===== src/rtl/instruction_fetch.sv =====
// instruction_fetch: fetch stage for a single-cycle-read instruction memory.
// It holds the program counter and drives the word address to the memory.
// The returned word is captured into the IF/ID register. The stage also
// handles decode stalls, branch/jump redirects, halt, a sticky
// misaligned-target flag and a count of fetched instructions.
//
// Ports:
//   clock, reset      rising-edge clock, synchronous active-high reset
//   stall             hold PC and IF/ID (ignored while halted)
//   redirect_valid    taken branch/jump; redirect_pc is its byte target
//   halt_req          stop fetching (enter HALTED)
//   imem_address      word address to memory, pc[ADDR_WIDTH+1:2]
//   imem_instruction  word returned for imem_address in the same cycle
//   ifid_*            IF/ID register: instruction, pc, pc+4, valid
//   halted            FSM is in HALTED
//   misalign_fault    sticky: a redirect target was not word aligned
//   fetch_count       number of valid instructions loaded into IF/ID
module instruction_fetch #(
  parameter int                    DATA_WIDTH = 32,
  parameter int                    ADDR_WIDTH = 10,
  parameter logic [DATA_WIDTH-1:0] RESET_PC   = 32'h0000_0000
) (
  input  logic                  clock,
  input  logic                  reset,
  input  logic                  stall,
  input  logic                  redirect_valid,
  input  logic [DATA_WIDTH-1:0] redirect_pc,
  input  logic                  halt_req,
  output logic [ADDR_WIDTH-1:0] imem_address,
  input  logic [DATA_WIDTH-1:0] imem_instruction,
  output logic [DATA_WIDTH-1:0] ifid_instruction,
  output logic [DATA_WIDTH-1:0] ifid_pc,
  output logic [DATA_WIDTH-1:0] ifid_pc_plus4,
  output logic                  ifid_valid,
  output logic                  halted,
  output logic                  misalign_fault,
  output logic [DATA_WIDTH-1:0] fetch_count
);

  typedef enum logic {RUN, HALTED} state_t;

  state_t                state, state_next;
  logic [DATA_WIDTH-1:0] pc, pc_next;
  logic [DATA_WIDTH-1:0] pc_plus4;
  logic [DATA_WIDTH-1:0] redirect_aligned;
  logic                  redirect_misaligned;
  logic [DATA_WIDTH-1:0] instruction_next;
  logic [DATA_WIDTH-1:0] ifid_pc_next;
  logic [DATA_WIDTH-1:0] ifid_pc_plus4_next;
  logic                  ifid_valid_next;
  logic                  misalign_next;
  logic [DATA_WIDTH-1:0] fetch_count_next;

  // Upper PC bits are not decoded, so fetch addressing wraps within memory.
  assign imem_address        = pc[ADDR_WIDTH+1:2];
  assign pc_plus4            = pc + DATA_WIDTH'(4);
  assign redirect_aligned    = {redirect_pc[DATA_WIDTH-1:2], 2'b00};
  assign redirect_misaligned = (redirect_pc[1:0] != 2'b00);
  assign halted              = (state == HALTED);

  always_comb begin
    state_next         = state;
    pc_next            = pc;
    instruction_next   = ifid_instruction;
    ifid_pc_next       = ifid_pc;
    ifid_pc_plus4_next = ifid_pc_plus4;
    ifid_valid_next    = ifid_valid;
    misalign_next      = misalign_fault;
    fetch_count_next   = fetch_count;

    case (state)
      RUN: begin
        if (redirect_valid) begin
          // Redirect wins over stall and halt and leaves a single bubble.
          pc_next            = redirect_aligned;
          instruction_next   = '0;
          ifid_pc_next       = '0;
          ifid_pc_plus4_next = '0;
          ifid_valid_next    = 1'b0;
          misalign_next      = misalign_fault | redirect_misaligned;
        end else if (stall) begin
          // Hold everything.
        end else if (halt_req) begin
          state_next         = HALTED;
          instruction_next   = '0;
          ifid_pc_next       = '0;
          ifid_pc_plus4_next = '0;
          ifid_valid_next    = 1'b0;
        end else begin
          instruction_next   = imem_instruction;
          ifid_pc_next       = pc;
          ifid_pc_plus4_next = pc_plus4;
          ifid_valid_next    = 1'b1;
          pc_next            = pc_plus4;
          fetch_count_next   = fetch_count + DATA_WIDTH'(1);
        end
      end
      HALTED: begin
        // Stall is ignored here; only a redirect restarts fetching.
        instruction_next   = '0;
        ifid_pc_next       = '0;
        ifid_pc_plus4_next = '0;
        ifid_valid_next    = 1'b0;
        if (redirect_valid) begin
          state_next    = RUN;
          pc_next       = redirect_aligned;
          misalign_next = misalign_fault | redirect_misaligned;
        end
      end
      default: state_next = RUN;
    endcase
  end

  always_ff @(posedge clock) begin
    if (reset) begin
      state            <= RUN;
      pc               <= RESET_PC;
      ifid_instruction <= '0;
      ifid_pc          <= '0;
      ifid_pc_plus4    <= '0;
      ifid_valid       <= 1'b0;
      misalign_fault   <= 1'b0;
      fetch_count      <= '0;
    end else begin
      state            <= state_next;
      pc               <= pc_next;
      ifid_instruction <= instruction_next;
      ifid_pc          <= ifid_pc_next;
      ifid_pc_plus4    <= ifid_pc_plus4_next;
      ifid_valid       <= ifid_valid_next;
      misalign_fault   <= misalign_next;
      fetch_count      <= fetch_count_next;
    end
  end

endmodule


===== config.mk =====
export PLATFORM = sky130hd
export DESIGN_NAME = instruction_fetch
export DESIGN_NICKNAME = d
export VERILOG_FILES = /design/src/rtl/instruction_fetch.sv
export SDC_FILE = /design/constraint.sdc
export NUM_CORES = 1
export LEC_CHECK = 0
export ABC_AREA = 1
export CAP_MARGIN = 20
export CELL_PAD_IN_SITES_DETAIL_PLACEMENT = 0
export CELL_PAD_IN_SITES_GLOBAL_PLACEMENT = 1
export CORE_MARGIN = 2
export CORE_UTILIZATION = 30
export CTS_CLUSTER_DIAMETER = 40
export CTS_CLUSTER_SIZE = 12
export DETAILED_ROUTE_END_ITERATION = 10
export GPL_TIMING_DRIVEN = 0
export HOLD_SLACK_MARGIN = 0.12
export PLACE_DENSITY_LB_ADDON = 0.1
export SLEW_MARGIN = 20
export SYNTH_ARGS = -nofsm -noshare
export SYNTH_HDL_FRONTEND = slang
export SYNTH_SLANG_ARGS = --single-unit

===== constraint.sdc =====
create_clock -name clock -period 3 [get_ports clock]
set_clock_uncertainty 0.15 [all_clocks]
set_input_delay 0.6 -clock clock [delete_from_list [all_inputs] [get_ports clock]]
set_output_delay 0.6 -clock clock [all_outputs]
set_load 0.02 [all_outputs]

==> results of run 1 <==
[worst max-delay path by stage]
stage / start / slack (ns) / endpoint
4_1_cts: pc[10]$_SDFFE_PP0P_ / 0.55 / imem_address[8]
3_3_place_gp: redirect_valid / 0.25 / ifid_pc_plus4[25]$_SDFFE_PP0N_
3_5_place_dp: redirect_valid / 0.25 / ifid_pc_plus4[25]$_SDFFE_PP0N_
5_1_grt: pc[10]$_SDFFE_PP0P_ / 0.50 / imem_address[8]
6_report: pc[10]$_SDFFE_PP0P_ / 0.58 / imem_address[8]
2_1_floorplan: fetch_count[1]$_SDFFE_PP0P_ / 1.26 / fetch_count[30]$_SDFFE_PP0P_
[cell usage after synthesis (all sizes together), types with 3 or more instances]
cell type / instances / share of area
nand4: 9 / 0.0077
nor2: 122 / 0.077
dfxtp: 158 / 0.43
nand3b: 7 / 0.0072
nor3b: 3 / 0.0031
xor2: 13 / 0.017
buf: 36 / 0.033
inv: 52 / 0.027
a21oi: 162 / 0.11
clkbuf: 27 / 0.014
o21ai: 39 / 0.027
nor3: 4 / 0.0034
nand2: 361 / 0.19
nand3: 48 / 0.034
xnor2: 5 / 0.0060
[worst max-delay path, delay by kind of cell (launching register included)]
kind,cells,cell delay [ns]
buf+inv,2,0.75
flops,1,0.49
[kinds of logic after synthesis]
family | after synthesis
buffers and inverters | 115
and+or+nand+nor | 556
DFF | 158
adders and majority gates | 2
xor gates and xnor gates | 18
AOI/OAI and AO/OA | 208
[layer usage]
layer  routed length [µm]  track usage  part of all wire  up-vias
li1                     -            -                 -     3860
met1                12900        0.287              0.50     3461
met2                11400        0.317              0.44      199
met3                 1350       0.0436             0.052       18
met4                  277       0.0495             0.011        0
met5                    0            0                 0        -
[cell usage in the layout (no fill, tap or decap), types with 2 or more instances in the layout]
cell,count
nand2_1,353
clkdlybuf4s50_1,208
a21oi_1,162
dfxtp_1,158
nor2_1,105
inv_1,48
nand3_1,47
o21ai_0,39
clkbuf_1,28
clkbuf_16,17
buf_2,15
buf_4,14
xor2_1,12
nand4_1,9
nor2_2,8
nand3b_1,7
nand2_2,7
nor2_4,7
xnor2_1,5
buf_6,5
inv_2,4
bufinv_16,4
nor3_1,3
nor3b_1,3
inv_6,3
buf_1,2
o21a_1,2
a31oi_1,2
nor2_8,2
ha_1,2
clkinv_4,2
clkinvlp_4,2
[power breakdown]
group | internal [mW] | total, mW | switching (mW)
logic | 0.237 | 0.541 | 0.304
registers | 2.15 | 2.23 | 0.0727
clock network | 1.42 | 2.36 | 0.941
[through the flow]
step                       util  hold slack [ns]  std cells  setup WS, ns  area (µm²)
after floorplan               -            0.318       1057          1.26        7310
after global placement    0.406            0.293       1589         0.248        9800
after detailed placement  0.406            0.299       1589         0.247        9800
after CTS                 0.432            0.309       1620         0.554       10400
after global routing      0.432            0.323       1620         0.498       10400
final                     0.432            0.307       1620         0.584       10400
[flip-flops by register name, indices dropped and copies added (netlist names)]
register	cells
halted	1
ifid_valid	1
misalign_fault	1
pc	30
fetch_count	32
ifid_instruction	32
ifid_pc_plus4	30
ifid_pc	31
[layout make-up]
| class | instances | area (µm²) |
|---|---|---|
| Clock inverter | 12 | 184 |
| Timing Repair Buffer | 208 | 2080 |
| Inverter | 52 | 195 |
| Buffer | 63 | 345 |
| Multi-Input combinational cell | 784 | 3600 |
| Fill cell | 2657 | 13700 |
| Tap cell | 324 | 405 |
| Sequential cell | 158 | 3160 |
| Clock buffer | 19 | 443 |
==> results.md, run 1 <==
* Worst-path cell chain: buf_4 -> clkdlybuf4s50_1
* GPL Wtd Cong at 0.811
* Crit Path Max Fanout at 6
* P_leak at 3.65 nW
* R2r setup slk at 0.98 ns
* Die W at 160 µm
* Fin nets at 1,355
* Crit-path slowest cell: clkdlybuf4s50_1
* Pwr/cell area at 492 nW/µm²
* Setup TNS at 0 ns
* Status: completed
* Layout cells sized above 1 at 0.0748
* PortBufs at 208
* ANT nets after route at 0
* Post-Synth XOR/XNOR Area at 0.0226
* HP Class: reg2reg
* Synth Area in Adders at 0.00342
* CTS Buf Count at 17
* Bufs on Longest Clock Path at 2
* Hold Path Stages at 2
* FF-to-FF End: pc[12]$_SDFFE_PP0P_
* Slew @ Worst Pin at 0.982 ns
* PostCTS Resize Cnt at 0
* Row count at 57
* Simple-Gate Fraction of Synth Area at 0.323
* Vias per inst at 4.65
* Worst-skew pair later-pin latency at 0.42 ns
* Syn nets at 1,128
* Critical Path Max Stage Delay at 0.59 ns
* Yosys warns at 0
* Main combinational cell family by area after synthesis: simple AND/OR/NAND/NOR gates
* Routed len/inst at 16.0 µm
* Reg2reg path depth at 8
* Worst-path clk slew at 0.07 ns
* Count of flip-flops with a built-in enable after synthesis at 0
* Crit path launch type: flop
* Total track usage at 0.203
* Minimum period implied by the final worst setup slack at 2.42 ns
* Pins Over Slew Limit at 0
* Die Span Y at 160 µm
* Final setup violation count at 0
* Setup Fix Bufs, Post-CTS at 0
* Hold path start: ifid_pc[2]$_SDFFE_PP0N_
* Synth Area in Compound Gates at 0.145
* # hold bufs at CTS at 0
* WP data required at 2.25 ns
* Via count at 7,538
* Drt initial violations at 374
* Final WL at 26.0 mm
* Synth Register Bits at 158
* Mapped cell area at 7310 µm²
* First-pass GRT wire length at 41.0 mm
* Vias in the first global route at 7,290
* R2R Path Start: pc[2]$_SDFFE_PP0P_
* Grt ovf at 0
* Asr flop ratio synth at 0
* Worst Path Class, Setup: reg2out
* Starting Density at 0.303
* Setup repair after global routing missed its margin: no
* CP arrival at 1.67 ns
* VDD IR-drop max at 0.328 mV
* Hold Path End: ifid_pc[2]$_SDFFE_PP0N_
* Final worst path period share at 0.805
* Final hold vios at 0
* Clk sinks at 158
* Ports at 210
* Drt drc at 0
* Power Total at 5.13 mW
* Post-synthesis sequential area ratio at 0.433
* Ys flop type: dfxtp_1
* Synth cell types at 35
* Crit. End Element: primary output
* H-tree Lvls at 4
* Root Buffer: clkbuf_16
* Worst rel slew slack at 0.340
* 1st-pass router iterations at 5
* Inserted Diodes at 0
* MaxCap Viol Count at 0
* Core area at 24,100 µm²
* Die area at 25,600 µm²
* Mux contribution to synthesized area at 0
* Largest net degree at the start of global routing at 17
* HPWL after DPL at 19.2 mm
* Synthesized instance count at 1,057
* Area grow syn2layout at 42.6%
* Synth Area per Inst at 6.91 µm²
* Fmax at 0.414 GHz
* CTS tree: built
* Antenna violations before repair at 0
Power figures use the tool's default switching activity.
==> run 2, diff against run 1 <==
==> constraint.sdc (replaced) <==
create_clock -name clock -period 2.5 [get_ports clock]
set_clock_uncertainty 0.15 [all_clocks]
set_input_delay 0.5 -clock clock [delete_from_list [all_inputs] [get_ports clock]]
set_output_delay 0.5 -clock clock [all_outputs]
set_load 0.02 [all_outputs]
==> results of run 2 <==
The final DEF is identical to that of run 1. Status: completed.
Among the figures that moved: setup slack after placement 0.247 ns -> -0.153 ns; setup slack after layout 0.584 ns -> 0.184 ns; register-to-register setup slack 0.98 ns -> 0.48 ns; total power 5.13 mW -> 6.16 mW; worst IR drop on VDD 0.328 mV -> 0.394 mV
==> run 3, diff against run 2 <==
--- a/config.mk
+++ b/config.mk
@@ -12,7 +12,7 @@
 export CORE_MARGIN = 2
 export CORE_UTILIZATION = 30
 export CTS_CLUSTER_DIAMETER = 40
-export CTS_CLUSTER_SIZE = 12
+export CTS_CLUSTER_SIZE = 30
 export DETAILED_ROUTE_END_ITERATION = 10
 export GPL_TIMING_DRIVEN = 0
 export HOLD_SLACK_MARGIN = 0.12
==> results of run 3 <==
The final DEF is identical to that of run 1. Status: completed.
Among the figures that moved: setup slack after placement 0.247 ns -> -0.153 ns; setup slack after layout 0.584 ns -> 0.184 ns; register-to-register setup slack 0.98 ns -> 0.48 ns; total power 5.13 mW -> 6.16 mW; worst IR drop on VDD 0.328 mV -> 0.394 mV
==> patch (settings of run 3) <==
The parameter `DATA_WIDTH` goes from 32 to 36.
--- a/src/rtl/instruction_fetch.sv
+++ b/src/rtl/instruction_fetch.sv
@@ -17,5 +17,5 @@
 //   fetch_count       number of valid instructions loaded into IF/ID
 module instruction_fetch #(
-  parameter int                    DATA_WIDTH = 32,
+  parameter int                    DATA_WIDTH = 36,
   parameter int                    ADDR_WIDTH = 10,
   parameter logic [DATA_WIDTH-1:0] RESET_PC   = 32'h0000_0000
Ports: changed (6 resized); port bits go from 210 to 234. No check against the original RTL was run, so the function may have changed too.
==> patch against run 3 <==
- first-iteration DRC count rose by 17%
- total power rose by 6.5%
- critical path depth rose by 6
- wire length rose by 14%
- utilization fell by 0.15 points
- setup slack got worse by 0.041 ns
- design area rose by 11%
- sequential cell count rose by 20
- area after synthesis rose by 12%
- clock power barely moved
- synthesized cell count rose by 12%
- largest power group is now sequential cells
- highest routed layer is now met5
==> patch: results (changes against run 3) <==
metric,value,unit,change
hpwlAfterDp,22.4,mm,+17%
relSlewSlack,0.517,,+0.177
grt_pass1_wl,45.8,mm,+12%
yosys_warnings,0,,unchanged
cts.clk_slew.worst_paths,0.08,ns,
synth_nets,1261,,+12%
nets,1513,,+12%
synth_commonest_cells,"405 x nand2_1, 181 x a21oi_1, 178 x dfxtp_1",,
grt_antenna_before_repair,2,,+2
top_regs,"fetch_count (36), ifid_instruction (36), ifid_pc (35)",,
worstRegToRegCells,9,,+1
period_minus_slack,2.36,ns,+0.0413 ns
gr-usage-all-layers,0.205,,+0.00188
wirelength,29.5,mm,+14%
grt_pass1_vias,7975,,+9.4%
r2r_slack,0.43,ns,-0.05 ns
yosysSeqAreaShare,0.435,,+0.00181
postCtsSetupBuffers,0,,unchanged
irDropWorstVdd,493,µV,+25%
status,completed,,
place_ws,-0.593,ns,-0.440 ns
viasPerCell,4.67,,+0.33%
drt_iter0_drc,438,,+17%
r2r-end,ifid_pc_plus4[26],,
cp-end-kind,flop,,
synth_cell_types,36,,+2.9%
place_congestion,0.837,,+3.2%
p_leak,4.05,nW,+11%
crit_start,redirect_valid,,
crit_path_end,ifid_pc[9],,
critPathMaxStageDelay,0.61,ns,+0.02 ns
synth.top_cells.by_area,"dfxtp_1 43%, nand2_1 19%, a21oi_1 11%, nor2_1 4.8%, inv_1 2.8%",,
crit_fanout,10,,+4
grt_max_degree,20,,+3
clock_latency,0.44,ns,+0.02 ns
drive_gt1_frac,0.0739,,-0.000900
portBuffers,233,,+12%
timing.critical_path.arrival,2.57,ns,+0.90 ns
[patch: worst min-delay path by stage]
stage / from / to / slack, ns / depth (start not counted)
6_report: misalign_fault / misalign_fault / 0.31 / 2
5_1_grt: ifid_pc[5] / ifid_pc[5] / 0.33 / 2
2_1_floorplan: pc[35] / ifid_pc[35] / 0.32 / 2
3_5_place_dp: misalign_fault / misalign_fault / 0.29 / 2
3_3_place_gp: misalign_fault / misalign_fault / 0.29 / 2
4_1_cts: misalign_fault / misalign_fault / 0.31 / 2
[patch: repair_timing]
action	in CTS	in global routing
cloned	0	0
setup endpoints to repair	30	2
pin swaps	0	1
endpoints found under the hold margin	0	0
resized for setup	1	0
[patch: area by class of cell]
class	count	area (µm²)
fill	2941	15300
multi-input combinational	872	4040
sequential	178	3560
timing repair buffer	233	2330
tap	341	427
clock buffer	17	425
buffer	67	349
inverter	65	244
clock inverter	15	191
antenna	1	2.50
[patch: power breakdown]
group / leakage (nW) / total (mW) / internal (mW) / switching (mW)
combinational: 2.30 / 0.720 / 0.312 / 0.408
sequential: 1.45 / 3.00 / 2.91 / 0.0957
clock: 0.303 / 2.83 / 1.45 / 1.38
total: 4.05 / 6.56 / 4.67 / 1.89
[patch: worst min-delay path: cells and delay by family, from the launching register on]
| family | cells | cell delay (ns) |
|---|---|---|
| buf+inv | 1 | 0.05 |
| compound gates | 1 | 0.05 |
| flops | 1 | 0.32 |
[patch: kinds of logic after synthesis]
kind of cell	Yosys count	share of synthesized area
AND/OR/NAND/NOR	603	0.311
AO/OA/AOI/OAI	240	0.150
flip-flops	178	0.435
buffers and inverters	132	0.0722
XOR/XNOR	27	0.0288
adder cells (fa/ha/maj)	2	0.00305
[patch: routing by layer]
| metal | vias up | part of all wire | global-route usage |
|---|---|---|---|
| li1 | 4313 | - | - |
| met1 | 3822 | 0.51 | 0.296 |
| met2 | 194 | 0.44 | 0.318 |
| met3 | 21 | 0.046 | 0.0445 |
| met4 | 2 | 0.011 | 0.0360 |
| met5 | - | 0.00054 | 0 |
[patch: stage by stage]
step / instance area, µm² / power [mW] / util / hold slack (ns) / cells
final: 11600 / 6.56 / 0.431 / 0.305 / 1789
after floorplan: 8200 / 3.41 / - / 0.319 / 1182
after CTS: 11600 / 6.65 / 0.431 / 0.305 / 1788
after detailed placement: 11000 / 3.80 / 0.408 / 0.292 / 1756
after global routing: 11600 / 6.84 / 0.431 / 0.328 / 1788
after global placement: 11000 / 3.80 / 0.408 / 0.287 / 1756
